<file path="src/rtl/avm_read_timer.sv">
// Shared per-read counter: measures read latency after acceptance and stall time
// while a read is outstanding. Saturates at TIMEOUT_CYCLES, never wraps.
module avm_read_timer #(
  parameter int TIMEOUT_CYCLES = 255,
  parameter int READ_LATENCY   = 0
) (
  input  logic clock,
  input  logic reset_n,
  input  logic clr,
  input  logic en,
  output logic lat_tc,
  output logic to_tc
);

  localparam int CW         = $clog2(TIMEOUT_CYCLES + 1);
  localparam int LAT_LAST_I = (READ_LATENCY > 0) ? READ_LATENCY - 1 : 0;
  localparam logic [CW-1:0] LAT_LAST = CW'(LAT_LAST_I);
  localparam logic [CW-1:0] TO_LAST  = CW'(TIMEOUT_CYCLES - 1);
  localparam logic [CW-1:0] TO_MAX   = CW'(TIMEOUT_CYCLES);

  logic [CW-1:0] cnt_q, cnt_d;

  // Clear has priority; otherwise count up while enabled, holding at the top.
  always_comb begin
    cnt_d = cnt_q;
    if (clr) begin
      cnt_d = '0;
    end else if (en && (cnt_q != TO_MAX)) begin
      cnt_d = cnt_q + 1'b1;
    end
  end

  // Counter register.
  always_ff @(posedge clock or negedge reset_n) begin
    if (!reset_n) cnt_q <= '0;
    else          cnt_q <= cnt_d;
  end

  // The current cycle is the last latency cycle / the last allowed stall cycle.
  assign lat_tc = (cnt_q == LAT_LAST);
  assign to_tc  = (cnt_q >= TO_LAST);

endmodule

</file>
<file path="config.mk">
export PLATFORM = sky130hd
export DESIGN_NAME = avm_read_timer
export DESIGN_NICKNAME = d
export VERILOG_FILES = /design/src/rtl/avm_read_timer.sv
export SDC_FILE = /design/constraint.sdc
export NUM_CORES = 1
export LEC_CHECK = 0
export CAP_MARGIN = 20
export CORE_AREA = 2 2 39 41
export DETAILED_ROUTE_END_ITERATION = 8
export DIE_AREA = 0 0 41 43
export PLACE_DENSITY = 0.68
export SLEW_MARGIN = 40
export SYNTH_ARGS = -nofsm -noshare
export SYNTH_HDL_FRONTEND = slang
export SYNTH_SLANG_ARGS = --single-unit
</file>
<file path="constraint.sdc">
create_clock -name clock -period 1.7 [get_ports clock]
set_input_delay 0.17 -clock clock [delete_from_list [all_inputs] [get_ports clock]]
set_output_delay 0.17 -clock clock [all_outputs]
set_load 0.02 [all_outputs]
</file>
==> flow_summary.json, run 1 <==
{
  "die_w_um": 41,
  "num_vias": 450,
  "detail-route-antenna-nets": 0,
  "slew_violations": 0,
  "cts.sinks": 8,
  "synth_mux_area_share_pct": 3.92,
  "placed_cells": 83,
  "worst-path-buf-inv": 2,
  "cts_buffer_depth": 2,
  "synth_adder_area_share_pct": 7.35,
  "synth_compound_area_share_pct": 6.13,
  "dieHeight_um": 43,
  "status": "finished, violations left",
  "vias_per_cell": 5.23,
  "cp_cell_sequence": "inv_2 -> ha_1 -> or4b_4 -> nor4_4 -> buf_4",
  "clkTransAtPathRegs_ns": 0.06,
  "violations": "negative setup slack",
  "syn_nets": 62,
  "crit_slowest_cell": "or4b_4",
  "wl_met1_um": 482,
  "fmax_mhz": 564,
  "synth-seq-cells": 8,
  "antenna_found_initial": 0,
  "synth-edff-count": 0,
  "htreeDepth": 1,
  "grt_start_max_net_pins": 9,
  "period_needed_ns": 1.77,
  "cap_viol_max_count": 0,
  "wl_met2_um": 528,
  "grt_util_all_layers_pct": 15.2,
  "yosysTopAreaCellShare_pct": 39.2,
  "cts_tree": "yes",
  "rsz0062_at_grt": "yes",
  "gp_congestion": 0.780,
  "syn_avg_cell_area_sq_um": 9.28,
  "largest_registers": "cnt_q (8)",
  "synthSimpleGateAreaFrac_pct": 35.0,
  "dr.first_iter.drc_count": 14,
  "io_buffers": 5,
  "wl_per_cell_um": 12.4,
  "syn_to_final_growth_pct": 29.9,
  "synth_cells": 55,
  "synth_area_leader_cell": "dfrtp_1",
  "cts_buffers": 3,
  "layout.cells.non_filler": 86,
  "start_util_pct": 36.9,
  "top_register": "cnt_q",
  "yosys-top-cells-area": "dfrtp_1 39%, ha_1 7.4%, nor2_1 6.6%, buf_6 4.4%, mux2i_1 3.9%",
  "worstSetupPathType": "reg2out",
  "tightestPinTransition_ns": 0.368,
  "synth_xor_area_share_pct": 1.72,
  "worstPathArrival_ns": 1.60,
  "clock_skew_ns": 0.00285,
  "worstHoldPathType": "in2async",
  "grt_overflow_total": 0,
  "setup_violations": 1,
  "cp-start-kind": "flop",
  "dieArea_sq_um": 1760,
  "clkLatencyLatePin_ns": 0.25,
  "num_antenna_cells": 0,
  "drive_gt1_share_pct": 31.4,
  "ys_async_sr_fraction_pct": 100,
  "yosys_warnings": 0,
  "synth_most_common_cell": "nor2_1",
  "core_area_sq_um": 1380,
  "first_pass_iters": 4,
  "worst_slack_ns": -0.0744,
  "fillers": 144,
  "wirelength_um": 1070,
  "core.rowCount": 14,
  "dp_hpwl_um": 810,
  "grt_pass1_wl_um": 1720,
  "max-vdd-ir-drop_v": 0.000266,
  "synth_top_family_by_area": "simple AND/OR/NAND/NOR gates",
  "crit_family": "simple AND/OR/NAND/NOR gates",
  "grt_pass1_vias": 407,
  "fin_nets": 79,
  "ys.flop_type": "dfrtp_1",
  "p_leak_nw": 0.297,
  "yosysSeqAreaShare_pct": 39.2,
  "place_ws_ns": -0.289,
  "largest_register_ffs": 8,
  "cts_root_buffer": "clkbuf_4",
  "yosysUniqueCellTypes": 27,
  "hold_viol": 0,
  "dr_wl_met3_um": 54,
  "critPathRequiredTime_ns": 1.53,
  "crit_path_max_fanout": 2,
  "slowest_delay_ns": 0.47,
  "route.detailed.drc": 0,
  "io_pins": 6,
  "p_per_area_nw_per_um2": 635,
  "highest_layer": "met3",
  "syn_area_sq_um": 510,
  "synth_common_cells": "9 x nor2_1, 8 x dfrtp_1, 3 x ha_1, 3 x nand3_1, 3 x nor3_1",
  "crit_path_end_kind": "output port",
  "period_share_pct": 104,
  "slew_headroom_pct": 75.4
}
metrics by stage:
step                setup TNS, ns  cell area (sq um)  hold WS (ns)  util (%)  power, mW
finish                    -0.0744                663         0.194      47.9      0.421
global route               -0.164                663         0.222      47.9      0.454
CTS                        -0.122                652         0.204      47.1      0.422
detailed placement         -0.289                636         0.483      45.9      0.272
global placement           -0.237                636         0.478      45.9      0.272
floorplan                       0                517        -0.126         -      0.236
final cells by class:
cell class / count / area (sq um) / area share [%]
inverters: 2 / 7.51 / 1.13
repair buffers: 15 / 118 / 17.7
well taps: 16 / 20.0 / 3.02
flip-flops and latches: 8 / 200 / 30.2
multi-input cells: 42 / 295 / 44.5
clock buffers: 3 / 22.5 / 3.40
cell usage in the layout (no fill, tap or decap):
cell type	n
and4_4	1
nor4_4	1
nand2b_1	1
mux2i_1	2
clkdlybuf4s50_1	3
o21ai_1	1
nand2_1	1
nor3_1	3
or3_1	1
and4_1	1
inv_1	1
xnor2_1	1
buf_4	11
nand4_1	2
nand3_1	3
nor2_1	9
or2_1	1
or4b_4	1
dfrtp_1	8
nand3_2	2
clkbuf_4	3
ha_1	3
nor3b_1	1
a21oi_1	2
and2_1	1
a31oi_1	1
clkbuf_2	1
inv_2	1
o21ai_0	2
and4_2	1
final timing paths:
check                              start  endpoint  slack [ns]  depth (start not counted)
worst max-delay path            cnt_q[0]    lat_tc       -0.07                          5
worst min register to register  cnt_q[1]  cnt_q[1]        0.66                          3
worst min-delay path             reset_n  cnt_q[4]        0.19                          1
worst max register to register  cnt_q[0]  cnt_q[5]        0.15                          6
min in group clock              cnt_q[1]  cnt_q[1]        0.66                          3
max in group asynchronous        reset_n  cnt_q[1]        1.24                          1
power breakdown:
part / switching [mW] / internal (mW) / leakage (nW)
clock: 0.0664 / 0.0809 / 0.0138
sequential: 0.00336 / 0.195 / 0.110
combinational: 0.0354 / 0.0393 / 0.173
routing by layer:
metal	GRT usage, %	up-vias
li1	-	225
met1	20.5	213
met2	20.0	12
met3	4.71	0
met4	10.0	0
met5	0	-
kinds of logic (layout without fill, tap and decap cells):
kind of cell             Yosys count  in the layout
AO/OA/AOI/OAI                      6              6
adder cells (fa/ha/maj)            3              3
flip-flops                         8              8
AND/OR/NAND/NOR                   30             30
XOR/XNOR                           1              1
buffers and inverters              5             20
multiplexers                       2              2
what timing repair did:
item,CTS,global route
setup endpoints to repair,2,2
buffers inserted,0,0
resized for setup,6,6
hold buffers,0,0
Power figures use the tool's default switching activity.
==> inputs of run 2 (changes only) <==
--- a/config.mk
+++ b/config.mk
@@ -5,11 +5,11 @@
 export SDC_FILE = /design/constraint.sdc
 export NUM_CORES = 1
 export LEC_CHECK = 0
+export ABC_CLOCK_PERIOD_IN_PS = 1700
 export CAP_MARGIN = 20
 export CORE_AREA = 2 2 39 41
 export DETAILED_ROUTE_END_ITERATION = 8
 export DIE_AREA = 0 0 41 43
-export PLACE_DENSITY = 0.68
 export SLEW_MARGIN = 40
 export SYNTH_ARGS = -nofsm -noshare
 export SYNTH_HDL_FRONTEND = slang
==> run 2 against run 1 <==
Compared with the run above:
- the flow still finishes with violations (negative setup slack)
- largest cell class unchanged
- highest routed layer is now met4
- maximum frequency is 1.1% lower
- global-route usage grew 1.5 points
- critical endpoint unchanged
- largest power group unchanged
- clock skew increased by 0.0057 ns
==> flow_summary.json, run 2 (synthesized netlist as in run 1, its figures left out) <==
{
  "worstSetupPathType": "reg2out",
  "slowest_delay_ns": 0.45,
  "worstHoldPathType": "in2async",
  "cts_root_buffer": "clkbuf_4",
  "cts_buffer_depth": 2,
  "crit_slowest_cell": "or4b_4",
  "top_register": "cnt_q",
  "die_w_um": 41,
  "core_area_sq_um": 1380,
  "ff_latch_area_sq_um": 200,
  "crit_path_max_fanout": 2,
  "htreeDepth": 1,
  "slew_violations": 0,
  "hold_ws_ns": 0.202,
  "vias_per_cell": 5.42,
  "multi_input_area_sq_um": 293,
  "r2r_setup_slack_ns": 0.09,
  "cp_cell_sequence": "inv_1 -> ha_1 -> or4b_4 -> nor4_2 -> buf_4",
  "period_needed_ns": 1.79,
  "p_leak_nw": 0.307,
  "syn_to_final_growth_pct": 33.8,
  "io_buffers": 5,
  "io_pins": 6,
  "critPathRequiredTime_ns": 1.53,
  "dp_hpwl_um": 894,
  "worst_slack_ns": -0.0940,
  "drive_gt1_share_pct": 35.6,
  "rsz0062_at_grt": "yes",
  "dpl_cell_area_sq_um": 651,
  "cap_viol_max_count": 0,
  "p_per_area_nw_per_um2": 632,
  "slew_headroom_pct": 72.3,
  "cp-start-kind": "flop",
  "max-vdd-ir-drop_v": 0.000382,
  "detail-route-antenna-nets": 0,
  "tns_ns": -0.0940,
  "grt_overflow_total": 0,
  "num_antenna_cells": 0,
  "status": "finished, violations left",
  "grt_pass1_vias": 473,
  "largest_register_ffs": 8,
  "worstPathArrival_ns": 1.62,
  "largest_registers": "cnt_q (8)",
  "fmax_mhz": 557,
  "gp_congestion": 0.772,
  "wl_per_cell_um": 13.1,
  "start_util_pct": 36.9,
  "grt_util_all_layers_pct": 16.6,
  "route.detailed.drc": 0,
  "antenna_found_initial": 0,
  "core.rowCount": 14,
  "worst-path-buf-inv": 2,
  "placed_cells": 85,
  "final_cell_area_sq_um": 683,
  "violations": "negative setup slack",
  "clkTransAtPathRegs_ns": 0.06,
  "crit_family": "simple AND/OR/NAND/NOR gates",
  "setup_violations": 1,
  "tightestPinTransition_ns": 0.414,
  "mostFrequentLayoutCells": "14 x buf_4, 9 x nor2_1, 8 x dfrtp_1",
  "clkLatencyLatePin_ns": 0.27,
  "grt_start_max_net_pins": 9,
  "crit_path_end_kind": "output port",
  "grt_pass1_wl_um": 1990,
  "fin_nets": 82,
  "clock_skew_ns": 0.00855,
  "fillers": 141,
  "cts_tree": "yes",
  "final_common_cell": "buf_4",
  "hold_viol": 0,
  "dieArea_sq_um": 1760,
  "layout.cells.non_filler": 89,
  "period_share_pct": 106,
  "cts.sinks": 8,
  "first_pass_iters": 4,
  "dieHeight_um": 43,
  "total_power_uw": 432,
  "dr.first_iter.drc_count": 13,
  "cts_buffers": 3,
  "wirelength_um": 1170,
  "num_vias": 482
}
[run 2: cell count changes in the layout (fill, tap and decap cells not counted), sizes merged]
cell,previous run,this run
buf,11,14
[run 2: metal layers]
| metal | up-vias | routed length, um | track usage (%) |
|---|---|---|---|
| li1 | 231 | - | - |
| met3 | 2 | 46 | 3.14 |
| met2 | 15 | 569 | 26.6 |
| met4 | 0 | 20 | 6.00 |
| met1 | 234 | 533 | 21.3 |
| met5 | - | 0 | 0 |
[run 2: worst reg2reg max path: stages, from the launching register on]
cell	delay, ns
dfrtp_1	0.37
buf_4	0.13
buf_4	0.13
ha_2	0.21
nand4_1	0.12
nor2_1	0.08
or3_1	0.36
a21oi_2	0.14
[run 2: path summary, 6_finish.rpt]
path | startpoint | to | cells after the start
max | cnt_q[0] | lat_tc | 5
min | reset_n | cnt_q[2] | 1
max reg2reg | cnt_q[0] | cnt_q[5] | 7
min reg2reg | cnt_q[1] | cnt_q[1] | 3
max in group asynchronous | reset_n | cnt_q[1] | 1
min in group clock | cnt_q[1] | cnt_q[1] | 3
[run 2: power breakdown]
part           switching (mW)  leakage [nW]  internal (mW)
combinational          0.0375         0.183         0.0419
clock                  0.0726        0.0138         0.0813
sequential            0.00280         0.110          0.195
[run 2: metrics by stage]
stage	setup WS, ns	util [%]
after floorplan	0.0822	-
after global placement	-0.240	47.0
after detailed placement	-0.269	47.0
after CTS	-0.104	48.2
after global routing	-0.139	49.4
final	-0.0940	49.4
[run 2: what timing repair did]
| action | in CTS | in global routing |
|---|---|---|
| buffers inserted | 0 | 1 |
| setup endpoints to repair | 2 | 2 |
| resized for setup | 6 | 6 |
| hold buffers | 0 | 0 |
[run 2: area by class of cell]
| cell class | count | share of cell area, % |
|---|---|---|
| Multi-Input combinational cell | 42 | 42.9 |
| Sequential cell | 8 | 29.3 |
| Tap cell | 16 | 2.93 |
| Clock buffer | 3 | 3.30 |
| Inverter | 2 | 1.10 |
| Timing Repair Buffer | 18 | 20.5 |
==> inputs of run 3 (changes only) <==
--- a/config.mk
+++ b/config.mk
@@ -10,6 +10,7 @@
 export CORE_AREA = 2 2 39 41
 export DETAILED_ROUTE_END_ITERATION = 8
 export DIE_AREA = 0 0 41 43
+export SKIP_LAST_GASP = 1
 export SLEW_MARGIN = 40
 export SYNTH_ARGS = -nofsm -noshare
 export SYNTH_HDL_FRONTEND = slang
==> run 3 against run 2 <==
Compared with the run above:
- the flow still finishes with violations (negative setup slack)
- power fell by 1.4%
- sequential share of layout area increased by 0.27 points
- cell count is the same
- routed wire length is 2.1% higher
- via count increased by 3.1%
- first-iteration DRC count grew 7.7%
- critical path depth unchanged
- register-to-register slack worse by 0.09 ns
==> flow_summary.json, run 3 (synthesized netlist as in run 1, its figures left out) <==
{
  "status": "finished, violations left",
  "violations": "negative setup slack",
  "period_needed_ns": 1.79,
  "dieArea_sq_um": 1760,
  "route.detailed.drc": 0,
  "fmax_mhz": 559,
  "utilization_pct": 48.9,
  "first_pass_iters": 5,
  "period_share_pct": 105,
  "dieHeight_um": 43,
  "dr.first_iter.drc_count": 14,
  "wirelength_um": 1190,
  "core_area_sq_um": 1380,
  "drive_gt1_share_pct": 32.9,
  "clock_skew_ns": 0.00545,
  "grt_overflow_total": 0,
  "num_antenna_cells": 0,
  "fillers": 143,
  "worstPathArrival_ns": 1.62,
  "dpl_cell_area_sq_um": 651,
  "clkLatencyLatePin_ns": 0.26,
  "tns_ns": -0.0892,
  "p_leak_nw": 0.309,
  "grt_util_all_layers_pct": 16.6,
  "detail-route-antenna-nets": 0,
  "grt_pass1_wl_um": 1990,
  "total_power_uw": 425,
  "multi_input_area_sq_um": 287,
  "start_util_pct": 36.9,
  "crit_path_max_fanout": 2,
  "cap_viol_max_count": 0,
  "num_vias": 497,
  "setup_violations": 1,
  "core.rowCount": 14,
  "p_per_area_nw_per_um2": 628,
  "antenna_found_initial": 0,
  "final_cell_area_sq_um": 677,
  "final_common_cell": "buf_4",
  "worstSetupPathType": "reg2out",
  "htreeDepth": 1,
  "rsz0062_at_grt": "yes",
  "die_w_um": 41,
  "ff_latch_area_sq_um": 200,
  "wl_per_cell_um": 13.4,
  "largest_registers": "cnt_q (8)",
  "r2r_setup_slack_ns": 0,
  "worst_slack_ns": -0.0892,
  "hold_viol": 0,
  "r2r_start": "cnt_q[0]",
  "worstHoldPathType": "in2async",
  "max-vdd-ir-drop_v": 0.000383,
  "crit_path_end_kind": "output port",
  "grt_pass1_vias": 473,
  "cts_tree": "yes",
  "slew_headroom_pct": 72.2,
  "io_pins": 6,
  "slowest_delay_ns": 0.45,
  "critPathRequiredTime_ns": 1.53,
  "fin_nets": 82,
  "cts_buffer_depth": 2,
  "place_ws_ns": -0.269,
  "cts_root_buffer": "clkbuf_4",
  "cp_cell_sequence": "inv_1 -> ha_1 -> or4b_4 -> nor4_2 -> buf_4",
  "vias_per_cell": 5.58,
  "top_register": "cnt_q",
  "tightestPinTransition_ns": 0.416,
  "mostFrequentLayoutCells": "14 x buf_4, 9 x nor2_1, 8 x dfrtp_1",
  "crit_family": "simple AND/OR/NAND/NOR gates",
  "syn_to_final_growth_pct": 32.6,
  "slew_violations": 0,
  "regToRegEndpoint": "cnt_q[5]",
  "crit_slowest_cell": "or4b_4",
  "dp_hpwl_um": 894,
  "io_buffers": 5,
  "cts.sinks": 8,
  "largest_register_ffs": 8,
  "grt_start_max_net_pins": 9,
  "cts_buffers": 3,
  "rr_worst_depth": 7,
  "worst-path-buf-inv": 2,
  "clkTransAtPathRegs_ns": 0.06,
  "gp_congestion": 0.772,
  "cp-start-kind": "flop"
}
## run 3: cell types whose count changed in the layout (fill, tap and decap cells not counted)
cell     before  now
ha_1          2    3
ha_2          1    0
a21oi_1       1    2
a21oi_2       1    0
## run 3: timing repair
item | in CTS | in global routing
setup endpoints to repair | 2 | 2
gates resized for setup | 3 | 7
hold buffers | 0 | 0
pin swaps | 0 | 0
buffers inserted | 0 | 1
## run 3: area by class of cell
type                            count  share of cell area [%]
Multi-Input combinational cell     42                    42.3
Clock buffer                        3                    3.33
Inverter                            2                    1.11
Sequential cell                     8                    29.6
Timing Repair Buffer               18                    20.7
Tap cell                           16                    2.96
## run 3: worst max path at each step
| stage | endpoint | cells after the start | from |
|---|---|---|---|
| after floorplan | lat_tc | 4 | cnt_q[0] |
| after global placement | lat_tc | 5 | cnt_q[0] |
| after detailed placement | lat_tc | 5 | cnt_q[0] |
| after CTS | lat_tc | 5 | cnt_q[0] |
| after global routing | lat_tc | 5 | cnt_q[0] |
| final | lat_tc | 5 | cnt_q[0] |
## run 3: layer usage
| metal | up-vias | global-route usage [%] | part of all wire (%) |
|---|---|---|---|
| met5 | - | 0 | 0 |
| met1 | 249 | 21.3 | 44 |
| li1 | 232 | - | - |
| met2 | 14 | 26.6 | 50 |
| met3 | 2 | 3.14 | 4.9 |
| met4 | 0 | 6.00 | 0.59 |
## run 3: metrics by stage
| stage | cells | hold slack, ns |
|---|---|---|
| global placement | 85 | 0.488 |
| detailed placement | 85 | 0.489 |
| CTS | 88 | 0.208 |
| floorplan | 55 | -0.126 |
| global route | 89 | 0.235 |
| finish | 89 | 0.212 |
## run 3: power by group
part | switching, mW | leakage, nW | internal [mW] | total, mW
logic | 0.0371 | 0.185 | 0.0418 | 0.0789
clock network | 0.0673 | 0.0138 | 0.0810 | 0.148
registers | 0.00283 | 0.110 | 0.195 | 0.198
total | 0.107 | 0.309 | 0.318 | 0.425
